File: config.mk
export PLATFORM = sky130hd
export DESIGN_NAME = irq_ctrl
export DESIGN_NICKNAME = d
export VERILOG_FILES = /design/src/rtl/irq_ctrl.sv
export SDC_FILE = /design/constraint.sdc
export NUM_CORES = 1
export LEC_CHECK = 0
export ABC_AREA = 1
export BUFFER_PORTS_ARGS = -buffer_cell sky130_fd_sc_hd__buf_4
export CAP_MARGIN = 10
export CORE_MARGIN = 2
export CORE_UTILIZATION = 45
export DETAILED_ROUTE_END_ITERATION = 6
export MAX_ROUTING_LAYER = met4
export PLACE_DENSITY = 0.67
export SLEW_MARGIN = 25
export SYNTH_ARGS = -nofsm -noshare
export SYNTH_HDL_FRONTEND = slang
export SYNTH_SLANG_ARGS = --single-unit
File: constraint.sdc
create_clock -name clk -period 1.3 [get_ports clk]
set_input_delay 0.195 -clock clk [delete_from_list [all_inputs] [get_ports clk]]
set_output_delay 0.195 -clock clk [all_outputs]
set_load 0.05 [all_outputs]
File: src/rtl/irq_ctrl.sv
// irq_ctrl: edge/level interrupt controller with fixed priority and 8-bit register port.
// Define IRQ_SYNC_EN to add a two-flop input synchroniser on every irq_in line.
module irq_ctrl #(
  parameter int NUM_IRQ = 8,
  parameter int VEC_W   = 4
) (
  input  logic               clk,
  input  logic               rst,
  input  logic [NUM_IRQ-1:0] irq_in,
  output logic [NUM_IRQ-1:0] irq_clr,
  output logic               irq_req,
  output logic [VEC_W-1:0]   irq_vector,
  input  logic               irq_ack,
  input  logic               irq_eoi,
  input  logic [2:0]         address,
  input  logic [7:0]         din,
  input  logic               w_en,
  input  logic               r_en,
  output logic [7:0]         dout
);

  logic [NUM_IRQ-1:0] irq_s;

`ifdef IRQ_SYNC_EN
  logic [NUM_IRQ-1:0] sync1;
  logic [NUM_IRQ-1:0] sync2;

  always_ff @(posedge clk or negedge rst) begin
    if (!rst) begin
      sync1 <= '0;
      sync2 <= '0;
    end else begin
      sync1 <= irq_in;
      sync2 <= sync1;
    end
  end

  assign irq_s = sync2;
`else
  assign irq_s = irq_in;
`endif

  logic [NUM_IRQ-1:0] pend;
  logic [NUM_IRQ-1:0] mask;
  logic [NUM_IRQ-1:0] mode;
  logic [NUM_IRQ-1:0] prev_in;
  logic               gen;
  logic [VEC_W-1:0]   in_service;
  logic               in_svc_valid;

  logic [NUM_IRQ-1:0] active;
  logic [NUM_IRQ-1:0] vec_oh;
  logic [NUM_IRQ-1:0] w1c;
  logic [NUM_IRQ-1:0] pend_set;
  logic [NUM_IRQ-1:0] pend_clr;
  logic [NUM_IRQ-1:0] pend_nx;
  logic [NUM_IRQ-1:0] mask_nx;
  logic [NUM_IRQ-1:0] mode_nx;
  logic [VEC_W-1:0]   sel_idx;
  logic [5:0]         wr_sel;
  logic               wr_ctrl;
  logic               ack_fire;
  logic               eoi_fire;
  logic [15:0]        pend_w;
  logic [15:0]        mask_w;
  logic [15:0]        mode_w;
  logic [7:0]         rd_data;

  assign active   = pend & mask;
  assign ack_fire = irq_ack & irq_req;
  assign eoi_fire = irq_eoi & in_svc_valid & ~ack_fire;

  always_comb begin
    wr_sel  = '0;
    wr_ctrl = 1'b0;
    if (w_en) begin
      if (address < 3'd6)
        wr_sel[address] = 1'b1;
      wr_ctrl = (address == 3'd7);
    end
  end

  always_comb begin
    sel_idx = '0;
    for (int i = NUM_IRQ - 1; i >= 0; i--)
      if (active[i])
        sel_idx = VEC_W'(i);
  end

  always_comb begin
    vec_oh  = '0;
    w1c     = '0;
    mask_nx = mask;
    mode_nx = mode;
    for (int i = 0; i < NUM_IRQ; i++) begin
      vec_oh[i] = (irq_vector == VEC_W'(i));
      w1c[i]    = wr_sel[i / 8] & din[i % 8];
      if (wr_sel[2 + i / 8])
        mask_nx[i] = din[i % 8];
      if (wr_sel[4 + i / 8])
        mode_nx[i] = din[i % 8];
    end
  end

  // Edge channels need a rising edge; level channels set on every high cycle.
  // Setting is ORed in last so it overrides a same-cycle clear.
  assign pend_set = irq_s & ~(mode & prev_in);
  assign pend_clr = w1c | (ack_fire ? (vec_oh & mode) : '0);
  assign pend_nx  = (pend & ~pend_clr) | pend_set;

  always_comb begin
    pend_w = '0;
    mask_w = '0;
    mode_w = '0;
    pend_w[NUM_IRQ-1:0] = pend;
    mask_w[NUM_IRQ-1:0] = mask;
    mode_w[NUM_IRQ-1:0] = mode;
  end

  always_comb begin
    rd_data = '0;
    case (address)
      3'd0:    rd_data = pend_w[7:0];
      3'd1:    rd_data = pend_w[15:8];
      3'd2:    rd_data = mask_w[7:0];
      3'd3:    rd_data = mask_w[15:8];
      3'd4:    rd_data = mode_w[7:0];
      3'd5:    rd_data = mode_w[15:8];
      3'd6:    rd_data = {in_svc_valid, 7'(in_service)};
      default: rd_data = {7'h00, gen};
    endcase
  end

  always_ff @(posedge clk or negedge rst) begin
    if (!rst) begin
      pend         <= '0;
      mask         <= '0;
      mode         <= '0;
      prev_in      <= '0;
      gen          <= 1'b0;
      in_service   <= '0;
      in_svc_valid <= 1'b0;
      irq_req      <= 1'b0;
      irq_vector   <= '0;
      irq_clr      <= '0;
      dout         <= '0;
    end else begin
      prev_in <= irq_s;
      pend    <= pend_nx;
      mask    <= mask_nx;
      mode    <= mode_nx;
      if (wr_ctrl)
        gen <= din[0];
      irq_req <= ~ack_fire & gen & (|active) & ~in_svc_valid;
      // Vector freezes while a channel is in service.
      if (!in_svc_valid && (|active))
        irq_vector <= sel_idx;
      irq_clr <= ack_fire ? vec_oh : '0;
      if (ack_fire) begin
        in_service   <= irq_vector;
        in_svc_valid <= 1'b1;
      end else if (eoi_fire) begin
        in_svc_valid <= 1'b0;
      end
      if (r_en)
        dout <= rd_data;
    end
  end

endmodule

# --- Word level (Yosys, flattened, before mapping) ---
# Cells that the tools add are included.
word_totals:
  wordCells: 79
  output_inout_bits: 21
  reg_bits: 59
  in_bits: 25
classes:
  n_bitwise: 25
  muxes: 18
  n_reduce_logical: 8
  order_cmp: 3
  eq_ne: 14
ops:
  columns: ["op", "count"]
  rows:
  - ["$and 8x8->8", 5]
  - ["$pmux 8 s5", 1]
  - ["$mux 4", 7]
  - ["$eq 4x3->1 const B", 4]
  - ["$mux 8", 2]
  - ["$not 8->8", 2]
  - ["$or 8x8->8", 2]
  - ["$and 1x1->1", 14]
  - ["$eq 3x3->1 const B", 4]
  - ["$mux 5", 2]
  - ["$eq 4x2->1 const B", 2]
  - ["$reduce_or 8->1", 1]
  - ["$eq 3x2->1 const B", 2]
  - ["$eq 4x1->1 const B", 1]
  - ["$logic_not 4->1", 1]
  - ["$lt 3x4->1 const B", 1]
  - ["$mux 1", 4]
  - ["$demux 1 s3", 1]
  - ["$eq 3x1->1 const B", 1]
  - ["$ge 3x1->1 const B", 1]
  - ["$logic_not 3->1", 1]
  - ["$lt 3x3->1 const B", 1]
  - ["$mux 3", 1]
  - ["$reduce_or 3->1", 1]
  - ["4 further kinds", 6]

# --- Depth between registers and ports, before layout ---
depth:
  ltp_word: 11
  ltp_mapped: 10

# --- Worst setup path after synthesis ---
# OpenSTA, ideal clock, no wires.
synth_timing:
  path_kind: "register -> register"
  from: "register irq_req"
  to: "register pend[7]"
  path_slack_ns: -0.152
  required_time_ns: 1.183
  arrival_time_ns: 1.335
  stages_incl_launch_ff: 8
  period_less_slack_ns: 1.452
  path_cell_list: "dfrtp_1 -> nand2_1 -> nor2_1 -> inv_2 -> nor2_1 -> nand2_1 -> nand3_1 -> nand2_1"
synth_via:
  elab_chain_cells: 6
synth_rtl:
  columns: ["item", "line_no", "source"]
  rows:
  - ["from (decl)", "11", "output logic irq_req,"]
  - ["from (signal assigned)", "154", "irq_req <= ~ack_fire & gen & (|active) & ~in_svc_valid;"]
  - ["$and 1x1->1", "70", "assign ack_fire = irq_ack & irq_req;"]
  - ["$mux 8", "108", "assign pend_clr = w1c | (ack_fire ? (vec_oh & mode) : '0);"]
  - ["$or 8x8->8", "108", null]
  - ["$not 8->8", "109", "assign pend_nx = (pend & ~pend_clr) | pend_set;"]
  - ["$and 8x8->8", "109", null]
  - ["$or 8x8->8", "109", null]
  - ["net pend_nx[7]", "56", "logic [NUM_IRQ-1:0] pend_nx;"]
  - ["to (signal assigned)", "149", "pend <= pend_nx;"]
  - ["to (decl)", "43", "logic [NUM_IRQ-1:0] pend;"]
# The timed path passes the listed nets, and every way through them passes these cells.
# A chain may end at the register's enable or synchronous reset.

# --- Final worst setup path ---
layout_timing:
  from: "register mask[3]"
  to: "register irq_vector[0]"
layout_via:
  elab_chain_cells: 5
layout_rtl:
  columns: ["item", "line_no", "source"]
  rows:
  - ["from (decl)", "44", "logic [NUM_IRQ-1:0] mask;"]
  - ["from (signal assigned)", "150", "mask <= mask_nx;"]
  - ["$and 8x8->8 (*)", "69", "assign active = pend & mask;"]
  - ["$mux 4 (4 in series)", "86", "if (active[i])"]
  - ["to (signal assigned)", "157", "irq_vector <= sel_idx;"]
  - ["to (decl)", "12", "output logic [VEC_W-1:0] irq_vector,"]
# Mark *: on every way between the ends. The rest lies on a longest branch, timed or not.

==> reports/qor.json <==
{
  "p_leak": {"value": 1.696, "unit": "nW"},
  "row_count": {"value": 27},
  "synth.area.top_cells": {"value": "sky130_fd_sc_hd__dfrtp_1 (57%), sky130_fd_sc_hd__nand2_1 (21%), sky130_fd_sc_hd__nand3_1 (3.0%)"},
  "end_point_of_the_critical_path": {"value": "irq_vector[0]"},
  "final-setup-viol-count": {"value": 0},
  "postRouteAntennaNets": {"value": 0},
  "internal-power": {"value": 0.003301, "unit": "W"},
  "period_needed": {"value": 1.200, "unit": "ns"},
  "global_route.usage.met3": {"value": 4.205, "unit": "%"},
  "number_of_standard_cells_after_synthesis": {"value": 299},
  "comb_power_share": {"value": 26.7, "unit": "%"},
  "ys.warnings.count": {"value": 0},
  "grt_start_max_net_pins": {"value": 26},
  "initialDrtViolationCount": {"value": 188},
  "final_hpwl_from_detailed_placement": {"value": 4.105, "unit": "mm"},
  "synth_top_family_by_area": {"value": "simple AND/OR/NAND/NOR gates"},
  "globalRouteMet2Util": {"value": 31.62, "unit": "%"},
  "worst_min_delay_path_category": {"value": "primary input to register"},
  "die_area": {"value": 6197, "unit": "sq um"},
  "vdd_ir_drop_max": {"value": 0.0008278, "unit": "V"},
  "synthAdderAreaFrac": {"value": 0, "unit": "%"},
  "global_route_wire_length_before_repair": {"value": 9.480, "unit": "mm"},
  "final_common_cell": {"value": "sky130_fd_sc_hd__nand2_1"},
  "worst_r2r_path_depth": {"value": 8},
  "synth_fp_nets": {"value": 324},
  "synth.area.mux_share": {"value": 0, "unit": "%"},
  "drc": {"value": 0},
  "synth_compound_gate_area_share": {"value": 6.225, "unit": "%"},
  "setup.worst_path.class": {"value": "register to register"},
  "fmax": {"value": 833.2, "unit": "MHz"},
  "routabilityCongestion": {"value": 0.8888},
  "fin_skew": {"value": 0.004791, "unit": "ns"},
  "yosysTopAreaCellShare": {"value": 56.77, "unit": "%"},
  "synthesized_area_fraction_occupied_by_xor_and_xnor_cells": {"value": 0, "unit": "%"},
  "mostFrequentLayoutCells": {"value": "sky130_fd_sc_hd__nand2_1 (136), sky130_fd_sc_hd__dfrtp_1 (54), sky130_fd_sc_hd__buf_4 (53)"},
  "max_cap_violations": {"value": 0},
  "reg_clk_slew_reported_paths": {"value": 0.06, "unit": "ns"},
  "sequentialPowerShare": {"value": 44.8, "unit": "%"},
  "regToRegStartpoint": {"value": "mask[3]"},
  "post_drt_wl_per_cell": {"value": 12.92, "unit": "um"},
  "synth_sequential_area_ratio": {"value": 56.77, "unit": "%"},
  "pwr_density_cell": {"value": 1561, "unit": "nW/um^2"},
  "clock_latency_of_the_later_clocked_register_in_the_worst_skew_pair": {"value": 0.34, "unit": "ns"},
  "io_pins": {"value": 46},
  "die_w": {"value": 78.72, "unit": "um"},
  "antenna_found_initial": {"value": 0},
  "antenna_cells_inserted": {"value": 0},
  "detail_route.first_pass.iterations": {"value": 4},
  "timing.final.hold_violations": {"value": 0},
  "setup.reg_to_reg.worst_slack": {"value": 0.1, "unit": "ns"},
  "gr-total-overflow": {"value": 0},
  "post-route-util": {"value": 60.11, "unit": "%"},
  "gr-usage-met1": {"value": 28.23, "unit": "%"},
  "starting_density_of_the_core": {"value": 46.19, "unit": "%"},
  "power.share.switching": {"value": 35.33, "unit": "%"},
  "r2r_end": {"value": "irq_vector[0]"},
  "result_of_the_run": {"value": "completed"},
  "synth.largest_area_cell": {"value": "sky130_fd_sc_hd__dfrtp_1"},
  "grt_busiest_layer": {"value": "met2"},
  "yosys.cell_types.count": {"value": 24},
  "port-buffer-count": {"value": 44},
  "netlist_area": {"value": 2512, "unit": "sq um"},
  "gr-usage-all-layers": {"value": 21.39, "unit": "%"},
  "cts_tree": {"value": "built"},
  "clk_root_buffer_cell": {"value": "sky130_fd_sc_hd__clkbuf_8"},
  "grt_pass1_vias": {"value": 1991},
  "tritoncts.num_buffers": {"value": 9},
  "clock-sinks": {"value": 57},
  "core-area": {"value": 5439, "unit": "sq um"},
  "drive_gt1_share": {"value": 26.42, "unit": "%"},
  "post_synth_and_or_nand_nor_area_fraction": {"value": 31.47, "unit": "%"},
  "ys_ff_latch": {"value": 57},
  "path_max_fanout": {"value": 5},
  "finalMaxSlewViolations": {"value": 0},
  "vias": {"value": 2111},
  "proportion_of_power_drawn_by_the_clock_network": {"value": 28.5, "unit": "%"},
  "layout-area-overhead-vs-synth": {"value": 30.13, "unit": "%"},
  "die_y": {"value": 78.72, "unit": "um"},
  "critPathCaptureType": {"value": "register"},
  "clock_tree.buffer_depth": {"value": 2},
  "setup_tns": {"value": 0, "unit": "ns"},
  "finish.net_count": {"value": 391},
  "fin_crit_sh": {"value": 92.33, "unit": "%"},
  "htree_num_levels": {"value": 3},
  "drt_wl_total": {"value": 5.723, "unit": "mm"},
  "routed_via_density": {"value": 4.765},
  "worst_setup_path_startpoint": {"value": "mask[3]"},
  "cp.arrival": {"value": 1.43, "unit": "ns"},
  "postSynthAreaPerCell": {"value": 8.403, "unit": "sq um"},
  "critical_path_required": {"value": 1.53, "unit": "ns"},
  "power_switching": {"value": 0.001804, "unit": "W"},
  "start_kind": {"value": "register"}
}
per-layer routing:
layer / share of wire [%] / wire [um]
met1: 48 / 2752
met2: 45 / 2576
met3: 4.5 / 259
met4: 2.4 / 135
met5: 0 / 0
worst min-delay path by stage:
stage	start	to	slack (ns)	depth (start not counted)
2_1_floorplan	rst	dout[0]	-0.10	0
3_3_place_gp	rst	pend[2]	0.13	1
3_5_place_dp	rst	pend[2]	0.13	1
4_1_cts	irq_eoi	in_svc_valid	0.04	2
5_1_grt	irq_eoi	in_svc_valid	0.08	2
6_report	irq_eoi	in_svc_valid	0.05	2
power by group through the flow:
stage               registers, W  logic, W  clock network (W)
finish                   0.00229   0.00136            0.00146
global route             0.00233   0.00150            0.00159
CTS                      0.00228   0.00133            0.00149
detailed placement       0.00231   0.00130                  0
global placement         0.00231   0.00129                  0
floorplan                0.00260  0.000554                  0
stage by stage:
step / power (W) / cells / cell area [sq um] / setup WS [ns] / hold WS, ns
6_report: 0.005104 / 443 / 3269 / 0.09976 / 0.05385
4_1_cts: 0.005097 / 443 / 3242 / 0.06263 / 0.04213
2_1_floorplan: 0.003150 / 299 / 2516 / 0.003094 / -0.1006
3_3_place_gp: 0.003598 / 418 / 2975 / 0.0007635 / 0.1261
5_1_grt: 0.005418 / 443 / 3269 / -0.009976 / 0.08100
3_5_place_dp: 0.003610 / 418 / 2975 / -0.02325 / 0.1275
area by class of cell:
cell class | instances | area, sq um
fillers | 498 | 2170
flip-flops and latches | 57 | 1430
multi-input cells | 212 | 980.9
repair buffers | 63 | 508.0
clock buffers | 13 | 158.9
well taps | 72 | 90.09
inverters | 23 | 86.33
clock inverters | 3 | 15.01
cells in the mapped netlist, drive strengths merged:
| master | n |
|---|---|
| nand3 | 15 |
| nand4 | 4 |
| clkinv | 1 |
| conb | 1 |
| and2 | 1 |
| clkbuf | 1 |
| nand3b | 1 |
| a31o | 1 |
| nor3 | 4 |
| inv | 22 |
| nand2 | 142 |
| o21ai | 22 |
| nor2 | 20 |
| o21a | 1 |
| dfrtp | 57 |
| buf | 6 |
repair_timing:
action                                  CTS  global route
endpoints found under the setup margin    4             9
buffers inserted                          0             0
gates resized for setup                   1             9
hold endpoints to repair                 31             0
hold buffers                              9             0
gates cloned                              0             0
flip-flops by register name (all words and copies together) (netlist names):
name,cells
mask,8
dout,8
irq_clr,8
prev_in,8
irq_req,1
irq_vector,3
in_svc_valid,1
gen,1
pend,8
in_service,3
mode,8
critical path, stage by stage (launching register included):
cell,delay (ns)
sky130_fd_sc_hd__dfrtp_1,0.40
sky130_fd_sc_hd__nand2_1,0.09
sky130_fd_sc_hd__nand2_1,0.08
sky130_fd_sc_hd__nor2_1,0.15
sky130_fd_sc_hd__nand2_1,0.09
sky130_fd_sc_hd__nand2_2,0.11
sky130_fd_sc_hd__nor2_1,0.05
sky130_fd_sc_hd__nand2_1,0.07
sky130_fd_sc_hd__nand2_1,0.05
kinds of logic (layout without fill, tap and decap cells):
| logic type | count (synthesis) | after routing |
|---|---|---|
| AO/OA/AOI/OAI | 24 | 24 |
| flip-flops | 57 | 57 |
| other | 1 | 1 |
| AND/OR/NAND/NOR | 187 | 187 |
| buffers and inverters | 30 | 102 |
No activity file was read; power rests on OpenSTA's default activity.
